===== config.mk =====
export PLATFORM = sky130hd
export DESIGN_NAME = mem_test_master_flat
export DESIGN_NICKNAME = d
export VERILOG_FILES = /design/src/rtl/mem_test_master_if.sv /design/src/rtl/mem_test_master.sv /design/src/flat_wrapper.sv
export SDC_FILE = /design/constraint.sdc
export NUM_CORES = 1
export LEC_CHECK = 0
export CAP_MARGIN = 20
export CORE_MARGIN = 5
export CORE_UTILIZATION = 25
export DETAILED_ROUTE_END_ITERATION = 7
export RECOVER_POWER = 100
export SKIP_CTS_REPAIR_TIMING = 1
export SLEW_MARGIN = 20
export SYNTH_ARGS = -nofsm -noshare
export SYNTH_HDL_FRONTEND = slang
export SYNTH_SLANG_ARGS = --single-unit

===== constraint.sdc =====
create_clock -name clk_i -period 3.69 [get_ports clk_i]
set_input_delay 0.9225 -clock clk_i [delete_from_list [all_inputs] [get_ports clk_i]]
set_output_delay 0.9225 -clock clk_i [all_outputs]
set_load 0.05 [all_outputs]

===== src/rtl/mem_test_master_if.sv =====
// Request/response bus between the memory test master and the memory under test.
// Signal names carry the master's direction suffixes.
interface mem_test_master_if #(
    parameter int WIDTH      = 16,
    parameter int ADDR_WIDTH = 6
);
    logic [ADDR_WIDTH-1:0] addr_o;
    logic [WIDTH-1:0]      wdata_o;
    logic                  wr_rd_o;
    logic                  valid_o;
    logic                  ready_i;
    logic [WIDTH-1:0]      rdata_i;

    modport master (
        output addr_o, wdata_o, wr_rd_o, valid_o,
        input  ready_i, rdata_i
    );

    modport slave (
        input  addr_o, wdata_o, wr_rd_o, valid_o,
        output ready_i, rdata_i
    );
endinterface


===== src/rtl/mem_test_master.sv =====
// Memory test master: writes seed^addr to every word, reads everything back and
// counts mismatches, with a per-state watchdog on the memory handshake.
module mem_test_master #(
    parameter int WIDTH      = 16,
    parameter int DEPTH      = 64,
    parameter int ADDR_WIDTH = $clog2(DEPTH),
    parameter int TIMEOUT    = 255
) (
    input  logic                  clk_i,
    input  logic                  rst_i,
    input  logic                  start_i,
    input  logic [WIDTH-1:0]      seed_i,
    mem_test_master_if.master     mem,
    output logic                  busy_o,
    output logic                  done_o,
    output logic                  pass_o,
    output logic                  timeout_o,
    output logic [ADDR_WIDTH:0]   err_cnt_o,
    output logic [ADDR_WIDTH-1:0] first_err_addr_o
);

    typedef enum logic [2:0] {
        S_IDLE   = 3'd0,
        S_WR_REQ = 3'd1,
        S_WR_GAP = 3'd2,
        S_RD_REQ = 3'd3,
        S_RD_GAP = 3'd4,
        S_DONE   = 3'd5
    } state_e;

    localparam logic [ADDR_WIDTH-1:0] LAST_ADDR = ADDR_WIDTH'(DEPTH - 1);
    localparam logic [ADDR_WIDTH-1:0] ADDR_ZERO = {ADDR_WIDTH{1'b0}};
    localparam logic [ADDR_WIDTH-1:0] ADDR_ONE  = ADDR_WIDTH'(1);
    localparam logic [ADDR_WIDTH:0]   ERR_ZERO  = {(ADDR_WIDTH+1){1'b0}};
    localparam logic [ADDR_WIDTH:0]   ERR_ONE   = (ADDR_WIDTH+1)'(1);
    localparam logic [ADDR_WIDTH:0]   ERR_MAX   = {(ADDR_WIDTH+1){1'b1}};
    localparam logic [WIDTH-1:0]      DATA_ZERO = {WIDTH{1'b0}};
    localparam logic [15:0]           WD_LIMIT  = 16'(TIMEOUT - 1);

    function automatic logic [WIDTH-1:0] pat(input logic [WIDTH-1:0] s,
                                             input logic [ADDR_WIDTH-1:0] a);
        return s ^ WIDTH'(a);
    endfunction

    state_e                state_q, state_d;
    logic [ADDR_WIDTH-1:0] addr_q, addr_d;
    logic [WIDTH-1:0]      seed_q, seed_d;
    logic [15:0]           wd_q, wd_d;
    logic [ADDR_WIDTH:0]   err_cnt_q, err_cnt_d;
    logic [ADDR_WIDTH-1:0] first_q, first_d;
    logic                  pass_q, pass_d;
    logic                  timeout_q, timeout_d;
    logic                  busy_q, busy_d;
    logic                  done_q, done_d;
    logic                  valid_q, valid_d;
    logic                  wr_rd_q, wr_rd_d;
    logic [WIDTH-1:0]      wdata_q, wdata_d;
    logic                  tmo_s;
    logic                  wd_expired_s;

    assign wd_expired_s = (wd_q == WD_LIMIT);

    // Next-state and registered-output computation for the test sequencer.
    always_comb begin
        state_d   = state_q;
        addr_d    = addr_q;
        seed_d    = seed_q;
        wd_d      = wd_q;
        err_cnt_d = err_cnt_q;
        first_d   = first_q;
        pass_d    = pass_q;
        timeout_d = timeout_q;
        busy_d    = busy_q;
        done_d    = 1'b0;
        valid_d   = valid_q;
        wr_rd_d   = wr_rd_q;
        wdata_d   = wdata_q;
        tmo_s     = 1'b0;

        case (state_q)
            S_IDLE: begin
                if (start_i) begin
                    state_d   = S_WR_REQ;
                    seed_d    = seed_i;
                    addr_d    = ADDR_ZERO;
                    err_cnt_d = ERR_ZERO;
                    first_d   = ADDR_ZERO;
                    pass_d    = 1'b0;
                    timeout_d = 1'b0;
                    busy_d    = 1'b1;
                    valid_d   = 1'b1;
                    wr_rd_d   = 1'b1;
                    wdata_d   = pat(seed_i, ADDR_ZERO);
                    wd_d      = 16'd0;
                end else begin
                    wd_d = 16'd0;
                end
            end
            S_WR_REQ: begin
                if (mem.ready_i) begin
                    state_d = S_WR_GAP;
                    valid_d = 1'b0;
                    wd_d    = 16'd0;
                end else if (wd_expired_s) begin
                    tmo_s = 1'b1;
                end else begin
                    wd_d = wd_q + 16'd1;
                end
            end
            // Memory ready lags valid by a register, so wait for it to fall before the next request.
            S_WR_GAP: begin
                if (!mem.ready_i) begin
                    wd_d    = 16'd0;
                    valid_d = 1'b1;
                    if (addr_q == LAST_ADDR) begin
                        addr_d  = ADDR_ZERO;
                        state_d = S_RD_REQ;
                        wr_rd_d = 1'b0;
                        wdata_d = DATA_ZERO;
                    end else begin
                        addr_d  = addr_q + ADDR_ONE;
                        state_d = S_WR_REQ;
                        wdata_d = pat(seed_q, addr_q + ADDR_ONE);
                    end
                end else if (wd_expired_s) begin
                    tmo_s = 1'b1;
                end else begin
                    wd_d = wd_q + 16'd1;
                end
            end
            S_RD_REQ: begin
                if (mem.ready_i) begin
                    state_d = S_RD_GAP;
                    valid_d = 1'b0;
                    wd_d    = 16'd0;
                    if (mem.rdata_i != pat(seed_q, addr_q)) begin
                        if (err_cnt_q != ERR_MAX) begin
                            err_cnt_d = err_cnt_q + ERR_ONE;
                        end else begin
                            err_cnt_d = err_cnt_q;
                        end
                        if (err_cnt_q == ERR_ZERO) begin
                            first_d = addr_q;
                        end else begin
                            first_d = first_q;
                        end
                    end else begin
                        err_cnt_d = err_cnt_q;
                    end
                end else if (wd_expired_s) begin
                    tmo_s = 1'b1;
                end else begin
                    wd_d = wd_q + 16'd1;
                end
            end
            S_RD_GAP: begin
                if (!mem.ready_i) begin
                    wd_d = 16'd0;
                    if (addr_q == LAST_ADDR) begin
                        state_d = S_DONE;
                        done_d  = 1'b1;
                        pass_d  = (err_cnt_q == ERR_ZERO);
                    end else begin
                        addr_d  = addr_q + ADDR_ONE;
                        state_d = S_RD_REQ;
                        valid_d = 1'b1;
                    end
                end else if (wd_expired_s) begin
                    tmo_s = 1'b1;
                end else begin
                    wd_d = wd_q + 16'd1;
                end
            end
            S_DONE: begin
                state_d = S_IDLE;
                busy_d  = 1'b0;
            end
            default: begin
                state_d = S_IDLE;
                valid_d = 1'b0;
                busy_d  = 1'b0;
            end
        endcase

        if (tmo_s) begin
            state_d   = S_DONE;
            valid_d   = 1'b0;
            timeout_d = 1'b1;
            done_d    = 1'b1;
            pass_d    = 1'b0;
        end else begin
        end
    end

    // State and output registers; reset drops everything to idle immediately.
    always_ff @(posedge clk_i or negedge rst_i) begin
        if (!rst_i) begin
            state_q   <= S_IDLE;
            addr_q    <= ADDR_ZERO;
            seed_q    <= DATA_ZERO;
            wd_q      <= 16'd0;
            err_cnt_q <= ERR_ZERO;
            first_q   <= ADDR_ZERO;
            pass_q    <= 1'b0;
            timeout_q <= 1'b0;
            busy_q    <= 1'b0;
            done_q    <= 1'b0;
            valid_q   <= 1'b0;
            wr_rd_q   <= 1'b0;
            wdata_q   <= DATA_ZERO;
        end else begin
            state_q   <= state_d;
            addr_q    <= addr_d;
            seed_q    <= seed_d;
            wd_q      <= wd_d;
            err_cnt_q <= err_cnt_d;
            first_q   <= first_d;
            pass_q    <= pass_d;
            timeout_q <= timeout_d;
            busy_q    <= busy_d;
            done_q    <= done_d;
            valid_q   <= valid_d;
            wr_rd_q   <= wr_rd_d;
            wdata_q   <= wdata_d;
        end
    end

    assign mem.addr_o       = addr_q;
    assign mem.wdata_o      = wdata_q;
    assign mem.wr_rd_o      = wr_rd_q;
    assign mem.valid_o      = valid_q;
    assign busy_o           = busy_q;
    assign done_o           = done_q;
    assign pass_o           = pass_q;
    assign timeout_o        = timeout_q;
    assign err_cnt_o        = err_cnt_q;
    assign first_err_addr_o = first_q;

endmodule


===== src/flat_wrapper.sv =====
// flat-port wrapper written by rule: the top's interface ports become plain ports
module mem_test_master_flat 
#(
    parameter int WIDTH      = 16,
    parameter int DEPTH      = 64,
    parameter int ADDR_WIDTH = $clog2(DEPTH),
    parameter int TIMEOUT    = 255
)
  (clk_i, rst_i, start_i, seed_i, busy_o, done_o, pass_o, timeout_o, err_cnt_o, first_err_addr_o, mem_addr_o, mem_wdata_o, mem_wr_rd_o, mem_valid_o, mem_ready_i, mem_rdata_i);
  mem_test_master_if #(.WIDTH(WIDTH), .ADDR_WIDTH(ADDR_WIDTH)) mem_i ();
  input  logic clk_i;
  input  logic rst_i;
  input  logic start_i;
  input  logic [WIDTH-1:0] seed_i;
  output logic busy_o;
  output logic done_o;
  output logic pass_o;
  output logic timeout_o;
  output logic [ADDR_WIDTH:0] err_cnt_o;
  output logic [ADDR_WIDTH-1:0] first_err_addr_o;
  output wire logic [$bits(mem_i.addr_o)-1:0] mem_addr_o;
  output wire logic [$bits(mem_i.wdata_o)-1:0] mem_wdata_o;
  output wire logic [$bits(mem_i.wr_rd_o)-1:0] mem_wr_rd_o;
  output wire logic [$bits(mem_i.valid_o)-1:0] mem_valid_o;
  input wire logic [$bits(mem_i.ready_i)-1:0] mem_ready_i;
  input wire logic [$bits(mem_i.rdata_i)-1:0] mem_rdata_i;
  assign mem_addr_o = mem_i.addr_o;
  assign mem_wdata_o = mem_i.wdata_o;
  assign mem_wr_rd_o = mem_i.wr_rd_o;
  assign mem_valid_o = mem_i.valid_o;
  assign mem_i.ready_i = mem_ready_i;
  assign mem_i.rdata_i = mem_rdata_i;
  mem_test_master #(.WIDTH(WIDTH), .DEPTH(DEPTH), .ADDR_WIDTH(ADDR_WIDTH), .TIMEOUT(TIMEOUT)) u_core (.clk_i(clk_i), .rst_i(rst_i), .start_i(start_i), .seed_i(seed_i), .mem(mem_i), .busy_o(busy_o), .done_o(done_o), .pass_o(pass_o), .timeout_o(timeout_o), .err_cnt_o(err_cnt_o), .first_err_addr_o(first_err_addr_o));
endmodule

==> results_dict.tcl, run 1 <==
set metrics [dict create \
    worst-endpoint-required_ps 3920 \
    worst-path-stages 5 \
    arrival_ps 3390 \
    yosys.area.top_type "sky130_fd_sc_hd__dfrtp_1" \
    asyncSetResetFlopFracSynth 1.00 \
    hold_path.class "register to register" \
    postRouteWirelength_mm 11.3 \
    dieHeight_um 142 \
    finalSetupViolCount 0 \
    failed_checks "capacitance limit, slew limit" \
    critPathCaptureType "register" \
    worst-slew-pin-transition_ps 2000 \
    starting_density 0.253 \
    h-tree-depth 3 \
    numCtsBuffers 9 \
    first_global_vias 3628 \
    synthTopCellsByArea "sky130_fd_sc_hd__dfrtp_1 44%, sky130_fd_sc_hd__o21ai_0 4.5%, sky130_fd_sc_hd__xnor2_1 4.5%, sky130_fd_sc_hd__mux2_2 4.4%, sky130_fd_sc_hd__nand2_1 3.4%" \
    layout_commonest_cell "sky130_fd_sc_hd__dfrtp_1" \
    grt_use_total 0.116 \
    cap_viol_max_count 1 \
    die_area_um2 20000 \
    timing.reg2reg.worst_path_depth 4 \
    clock_insertion_delay_worst_skew_ps 340 \
    place.detailed.hpwl_mm 8.17 \
    total_global_routing_overflow 0 \
    initial_drt_pass_iterations 4 \
    unique_masters_post_synth 57 \
    synth-seq-area-share 0.440 \
    hold-path-endpoint "u_core.mem.wdata_o[6]$_DFFE_PN0P_" \
    post_dp_cell_area_um2 5300 \
    boundaryPins 77 \
    clkTransAtPathRegs_ps 70 \
    critical_path.n_buffers_inverters 2 \
    ys.flop_type "sky130_fd_sc_hd__dfrtp_1" \
    via_count_of_the_routed_design 3590 \
    multiInputGateArea_um2 2250 \
    floorplan.core_area_um2 17100 \
    antenna_found_initial 0 \
    io_buffer_count 76 \
    synth_top_cell_area_share 0.440 \
    r2r-end "u_core.seed_q[9]$_DFFE_PN0P_" \
    min_period_ps 3160 \
    fin_crit_sh 0.856 \
    num-nets-final 562 \
    clockBufferDepth 2 \
    setup-tns-final_ps 0 \
    ir_worst_vdd_v 0.000378 \
    critical-path-top-delay-family "buffers and inverters" \
    setup.worst_path.class "primary input to register" \
    worst-r2r-setup-slack_ps 1080 \
    crit-reg2reg-launch "u_core.state_q[0]$_DFFE_PN0P_" \
    critical_path_cell_by_cell "dlygate4sd3_1 > or3b_1 > nor2_2 > clkbuf_1 > mux2_2" \
    power.density_nw_per_um2 702 \
    holdPathStages 2 \
    tritoncts "built" \
    grt_max_degree 77 \
    num_rows 48 \
    detail_route.wl_per_cell_um 15.0 \
    timing.final.hold_violations 0 \
    syn2layout_area_growth_pct 29.6 \
    netlist_area_before_placement_um2 4320 \
    launching_element_type_of_the_critical_path "primary input" \
    cts.sinks 76 \
    syn-mean-instance-area_um2 9.50 \
    synth.ff_latch_count 76 \
    antenna_violating_nets_left 0 \
    hold_path_startpoint "u_core.mem.wdata_o[6]$_DFFE_PN0P_" \
    drt-initial-drc-count 123 \
    synth_nets 496 \
    layout.cells.most_common_list "76 x sky130_fd_sc_hd__dfrtp_1, 43 x sky130_fd_sc_hd__dlygate4sd3_1, 40 x sky130_fd_sc_hd__nand2_1, 40 x sky130_fd_sc_hd__o21ai_0, 32 x sky130_fd_sc_hd__clkdlybuf4s50_1" \
    critPathSlowestCell "sky130_fd_sc_hd__clkbuf_1" \
    ff_latch_area_um2 1900 \
    global_route_wire_length_before_repair_mm 18.9 \
    final.fill_count 1738 \
    synth_enable_flop_cells 0 \
    worstPathMaxFanout 16 \
    report.final.slew_viol_count 77 \
    post-route-cell-area_um2 5610 \
    clock-root-buffer "sky130_fd_sc_hd__clkbuf_16" \
    yosysWarnings 0 \
    max_freq_ghz 0.317 \
    timing.max_slew.rel_slack -0.336 \
    outcome "finished, violations left" \
    place_congestion 0.807 \
    antenna_cells 0 \
    rsz_0062_raised_after_global_routing "no" \
    crit_path_max_incr_delay_ps 780 \
    layout-drive-gt1-share 0.0894 \
    leakage_nw 2.36 \
    maximum_clock_skew_at_final_layout_ps 9.42 \
    die_width_um 142 \
    post_synthesis_instance_total 455 \
    routed_via_density 4.78 \
    remaining_drcs 0 \
]
[worst register-to-register path, cell delays in order (launching register included)]
cell and delay, ps:
sky130_fd_sc_hd__dfrtp_1 600, sky130_fd_sc_hd__or3b_1 560, sky130_fd_sc_hd__nor2_2 120, sky130_fd_sc_hd__clkbuf_1 780, sky130_fd_sc_hd__mux2_2 440
[report_power, final]
part | switching (W) | internal [W] | total, W
clock | 0.000383 | 0.000603 | 0.000986
combinational | 0.00103 | 0.000646 | 0.00168
sequential | 0.000219 | 0.00105 | 0.00127
[stage by stage]
step	cells	power, W	util	hold slack [ps]	worst slack, ps
floorplan	455	0.00251	-	497	1320
global placement	735	0.00300	0.310	472	583
detailed placement	735	0.00303	0.310	474	553
CTS	751	0.00403	0.329	490	901
global route	751	0.00418	0.327	515	448
finish	751	0.00394	0.327	479	532
[sequential cells by signal, summed over array words and instances, names as in the netlist, 3 cells and up]
signal / count
u_core.seed_q: 16
u_core.mem.wdata_o: 16
u_core.mem.addr_o: 6
u_core.err_cnt_o: 7
u_core.state_q: 3
u_core.wd_q: 16
u_core.first_err_addr_o: 6
[cell usage after synthesis, types with 2 or more instances]
cell	number
sky130_fd_sc_hd__dfrtp_1	76
sky130_fd_sc_hd__nand2_1	39
sky130_fd_sc_hd__o21ai_0	39
sky130_fd_sc_hd__a21oi_1	27
sky130_fd_sc_hd__nor2_1	26
sky130_fd_sc_hd__xnor2_1	22
sky130_fd_sc_hd__nand4_1	19
sky130_fd_sc_hd__nand3_1	18
sky130_fd_sc_hd__mux2_2	17
sky130_fd_sc_hd__nor2b_1	17
sky130_fd_sc_hd__clkbuf_1	16
sky130_fd_sc_hd__inv_1	14
sky130_fd_sc_hd__xor2_1	13
sky130_fd_sc_hd__buf_2	11
sky130_fd_sc_hd__nand2b_1	10
sky130_fd_sc_hd__and3_1	7
sky130_fd_sc_hd__nor3_1	7
sky130_fd_sc_hd__and2_1	6
sky130_fd_sc_hd__xnor3_1	6
sky130_fd_sc_hd__ha_1	5
sky130_fd_sc_hd__mux2i_1	5
sky130_fd_sc_hd__o211ai_1	4
sky130_fd_sc_hd__o31ai_1	4
sky130_fd_sc_hd__or2_2	4
sky130_fd_sc_hd__nor4_1	3
sky130_fd_sc_hd__o41ai_1	3
sky130_fd_sc_hd__or4_1	3
sky130_fd_sc_hd__a21boi_0	2
sky130_fd_sc_hd__a21oi_4	2
sky130_fd_sc_hd__a31oi_1	2
sky130_fd_sc_hd__or3_1	2
[cell families (layout without fill, tap and decap cells)]
family                     Yosys count  in the layout  synth area share
xor gates and xnor gates            41             41             0.102
buffers and inverters               42            113            0.0396
AOI/OAI and AO/OA                   97             97             0.136
adders and majority gates            5              5            0.0145
DFF                                 76             76             0.440
muxes                               23             23            0.0584
and+or+nand+nor                    171            171             0.209
[layer usage]
metal | vias to the layer above | global-route usage | routed length [um]
met1 | 1755 | 0.145 | 4880
met2 | 76 | 0.199 | 5740
met4 | 0 | 0.0424 | 292
met3 | 21 | 0.0226 | 365
met5 | - | 0 | 0
li1 | 1738 | - | -
[layout make-up]
cell class,instances,area share
clock buffers,9,0.0402
clock inverters,7,0.0185
inverters,14,0.00937
multi-input cells,337,0.401
flip-flops and latches,76,0.339
well taps,225,0.0502
repair buffers,83,0.142
[how the worst max path moves through the flow]
stage,startpoint,end,slack (ps)
CTS,start_i,u_core.first_err_addr_o[5]$_DFFE_PN0P_,900
detailed placement,start_i,u_core.first_err_addr_o[5]$_DFFE_PN0P_,550
global route,start_i,u_core.seed_q[9]$_DFFE_PN0P_,450
floorplan,u_core.mem.addr_o[0]$_DFFE_PN0P_,u_core.mem.wdata_o[10]$_DFFE_PN0P_,1320
finish,start_i,u_core.seed_q[9]$_DFFE_PN0P_,530
global placement,start_i,u_core.first_err_addr_o[5]$_DFFE_PN0P_,580
(Power assumes the default switching activity.)
==> run 2, diff against run 1 <==
--- a/config.mk
+++ b/config.mk
@@ -6,9 +6,12 @@
 export NUM_CORES = 1
 export LEC_CHECK = 0
 export CAP_MARGIN = 20
+export CELL_PAD_IN_SITES_DETAIL_PLACEMENT = 1
+export CELL_PAD_IN_SITES_GLOBAL_PLACEMENT = 1
 export CORE_MARGIN = 5
 export CORE_UTILIZATION = 25
 export DETAILED_ROUTE_END_ITERATION = 7
+export PLACE_DENSITY_LB_ADDON = 0.1
 export RECOVER_POWER = 100
 export SKIP_CTS_REPAIR_TIMING = 1
 export SLEW_MARGIN = 20
==> constraint.sdc (replaced) <==
create_clock -name clk_i -period 3.3 [get_ports clk_i]
set_input_delay 0.825 -clock clk_i [delete_from_list [all_inputs] [get_ports clk_i]]
set_output_delay 0.825 -clock clk_i [all_outputs]
set_load 0.05 [all_outputs]
==> run 2 against run 1 <==
Net effect: first-iteration DRC count up 24%; non-clock buffer count up 6; largest cell class unchanged; sequential share of layout area down 0.37 points; sequential power up 12%; the run now ends clean; worst hold slack better by 2.9 ps; register-to-register slack worse by 530 ps; critical endpoint is now u_core.seed_q[6]$_DFFE_PN0P_.
==> results_dict.tcl, run 2 (synthesis gave the netlist of run 1 again) <==
set metrics [dict create \
    outcome "finished clean" \
    maximum_clock_skew_at_final_layout_ps 4.95 \
    drt-initial-drc-count 152 \
    worst-slew-pin-transition_ps 1270 \
    cts.sinks 76 \
    launching_element_type_of_the_critical_path "primary input" \
    num_rows 48 \
    rsz_0062_raised_after_global_routing "no" \
    boundaryPins 77 \
    post-route-util 0.331 \
    min_period_ps 2960 \
    p_int_w 0.00273 \
    clock-root-buffer "sky130_fd_sc_hd__clkbuf_16" \
    grt_use_total 0.140 \
    antenna_found_initial 0 \
    global_route_wire_length_before_repair_mm 22.0 \
    initial_drt_pass_iterations 4 \
    hold_path.class "register to register" \
    sequentialPowerShare 0.311 \
    clkTransAtPathRegs_ps 60 \
    worst-r2r-setup-slack_ps 550 \
    floorplan.core_area_um2 17100 \
    p_sw_w 0.00185 \
    worstPathMaxFanout 16 \
    clock_power_share 0.269 \
    via_count_of_the_routed_design 3623 \
    leakage_nw 2.39 \
    grt_max_degree 42 \
    h-tree-depth 3 \
    timing.reg2reg.worst_path_depth 7 \
    routed_via_density 4.79 \
    total_global_routing_overflow 0 \
    timing.max_slew.rel_slack 0.153 \
    setup.worst_path.class "primary input to register" \
    post_dp_cell_area_um2 5340 \
    fin_hold_ws_ps 482 \
    report.final.slew_viol_count 0 \
    setup-tns-final_ps 0 \
    antenna_violating_nets_left 0 \
    share_comb_of_total_power 0.419 \
    holdPathStages 2 \
    critical_path_cell_by_cell "clkdlybuf4s50_1 > or3b_4 > nor2_2 > clkbuf_1 > mux2_2" \
    timing.final.hold_violations 0 \
    power.density_nw_per_um2 807 \
    finalSetupViolCount 0 \
    final.fill_count 1914 \
    crit_path_max_incr_delay_ps 780 \
    detail_route.wl_per_cell_um 17.3 \
    clock_insertion_delay_worst_skew_ps 340 \
    place.detailed.hpwl_mm 9.38 \
    layout-drive-gt1-share 0.0921 \
    place_congestion 0.738 \
    max_freq_ghz 0.338 \
    arrival_ps 3190 \
    remaining_drcs 0 \
    layout_commonest_cell "sky130_fd_sc_hd__dfrtp_1" \
    clockBufferDepth 2 \
    numCtsBuffers 9 \
    cap_viol_max_count 0 \
    io_buffer_count 76 \
    layout.cells.most_common_list "76 x sky130_fd_sc_hd__dfrtp_1, 43 x sky130_fd_sc_hd__dlygate4sd3_1, 40 x sky130_fd_sc_hd__o21ai_0" \
    switching_part_of_the_total 0.404 \
    critPathSlowestCell "sky130_fd_sc_hd__clkbuf_1" \
    fin_crit_sh 0.897 \
    num-nets-final 568 \
    starting_density 0.253 \
    first_global_vias 3980 \
    syn2layout_area_growth_pct 31.0 \
    die_width_um 142 \
    dieHeight_um 142 \
    die_area_um2 20000 \
    tritoncts "built" \
    worst-endpoint-required_ps 3530 \
    antenna_cells 0 \
    power.total_w 0.00458 \
    critPathCaptureType "register" \
    post-route-cell-area_um2 5670 \
    ir_worst_vdd_v 0.000360 \
    postRouteWirelength_mm 13.1 \
]
[run 2: changes by cell type in the layout (fill, tap and decap cells not counted), moves of 3 or more]
cell and change:
sky130_fd_sc_hd__clkbuf_1 +4, sky130_fd_sc_hd__clkbuf_8 +4, sky130_fd_sc_hd__inv_6 -4, sky130_fd_sc_hd__buf_4 +3
[run 2: layer usage]
metal | global-route usage | vias to the layer above | routed length (um)
met5 | 0 | - | 0
met4 | 0.0535 | 0 | 195
met3 | 0.0351 | 11 | 610
met2 | 0.223 | 61 | 6050
met1 | 0.183 | 1813 | 6230
li1 | - | 1738 | -
[run 2: power groups by stage]
stage	combinational (W)	clock [W]	sequential, W
after floorplan	0.00105	0	0.00176
after global placement	0.00199	0	0.00145
after detailed placement	0.00202	0	0.00145
after CTS	0.00203	0.00128	0.00144
after global routing	0.00211	0.00131	0.00147
final	0.00192	0.00123	0.00142
[run 2: worst max-delay path: cells and delay by family]
family | cells | cell delay, ps
and+or+nand+nor | 2 | 570
muxes | 1 | 420
buffers and inverters | 2 | 1360
[run 2: path summary, 6_finish.rpt]
path	to	start
max in group asynchronous	u_core.wd_q[11]$_DFFE_PN0P_	rst_i
min reg2reg	u_core.mem.wdata_o[13]$_DFFE_PN0P_	u_core.mem.wdata_o[13]$_DFFE_PN0P_
max reg2reg	u_core.mem.wdata_o[7]$_DFFE_PN0P_	u_core.mem.addr_o[0]$_DFFE_PN0P_
min	u_core.mem.wdata_o[13]$_DFFE_PN0P_	u_core.mem.wdata_o[13]$_DFFE_PN0P_
max	u_core.seed_q[6]$_DFFE_PN0P_	start_i
min in group asynchronous	u_core.state_q[0]$_DFFE_PN0P_	rst_i
[run 2: area by class of cell]
cell class	count	area [um^2]	area share
Sequential cell	76	1900	0.336
Tap cell	225	282	0.0497
Clock inverter	3	90.1	0.0159
Clock buffer	13	280	0.0495
Inverter	14	52.6	0.00927
Multi-Input combinational cell	337	2230	0.394
Timing Repair Buffer	89	827	0.146
[run 2: per-stage QoR]
step / setup slack [ps] / cells
after floorplan: 929 / 455
after CTS: 619 / 757
after detailed placement: 235 / 741
after global placement: 324 / 741
after global routing: 222 / 757
final: 341 / 757
==> run 3, diff against run 2 <==
--- a/config.mk
+++ b/config.mk
@@ -5,7 +5,6 @@
 export SDC_FILE = /design/constraint.sdc
 export NUM_CORES = 1
 export LEC_CHECK = 0
-export CAP_MARGIN = 20
 export CELL_PAD_IN_SITES_DETAIL_PLACEMENT = 1
 export CELL_PAD_IN_SITES_GLOBAL_PLACEMENT = 1
 export CORE_MARGIN = 5
==> results of run 3 <==
No change in the layout: final DEF, timing and power equal those of run 2.
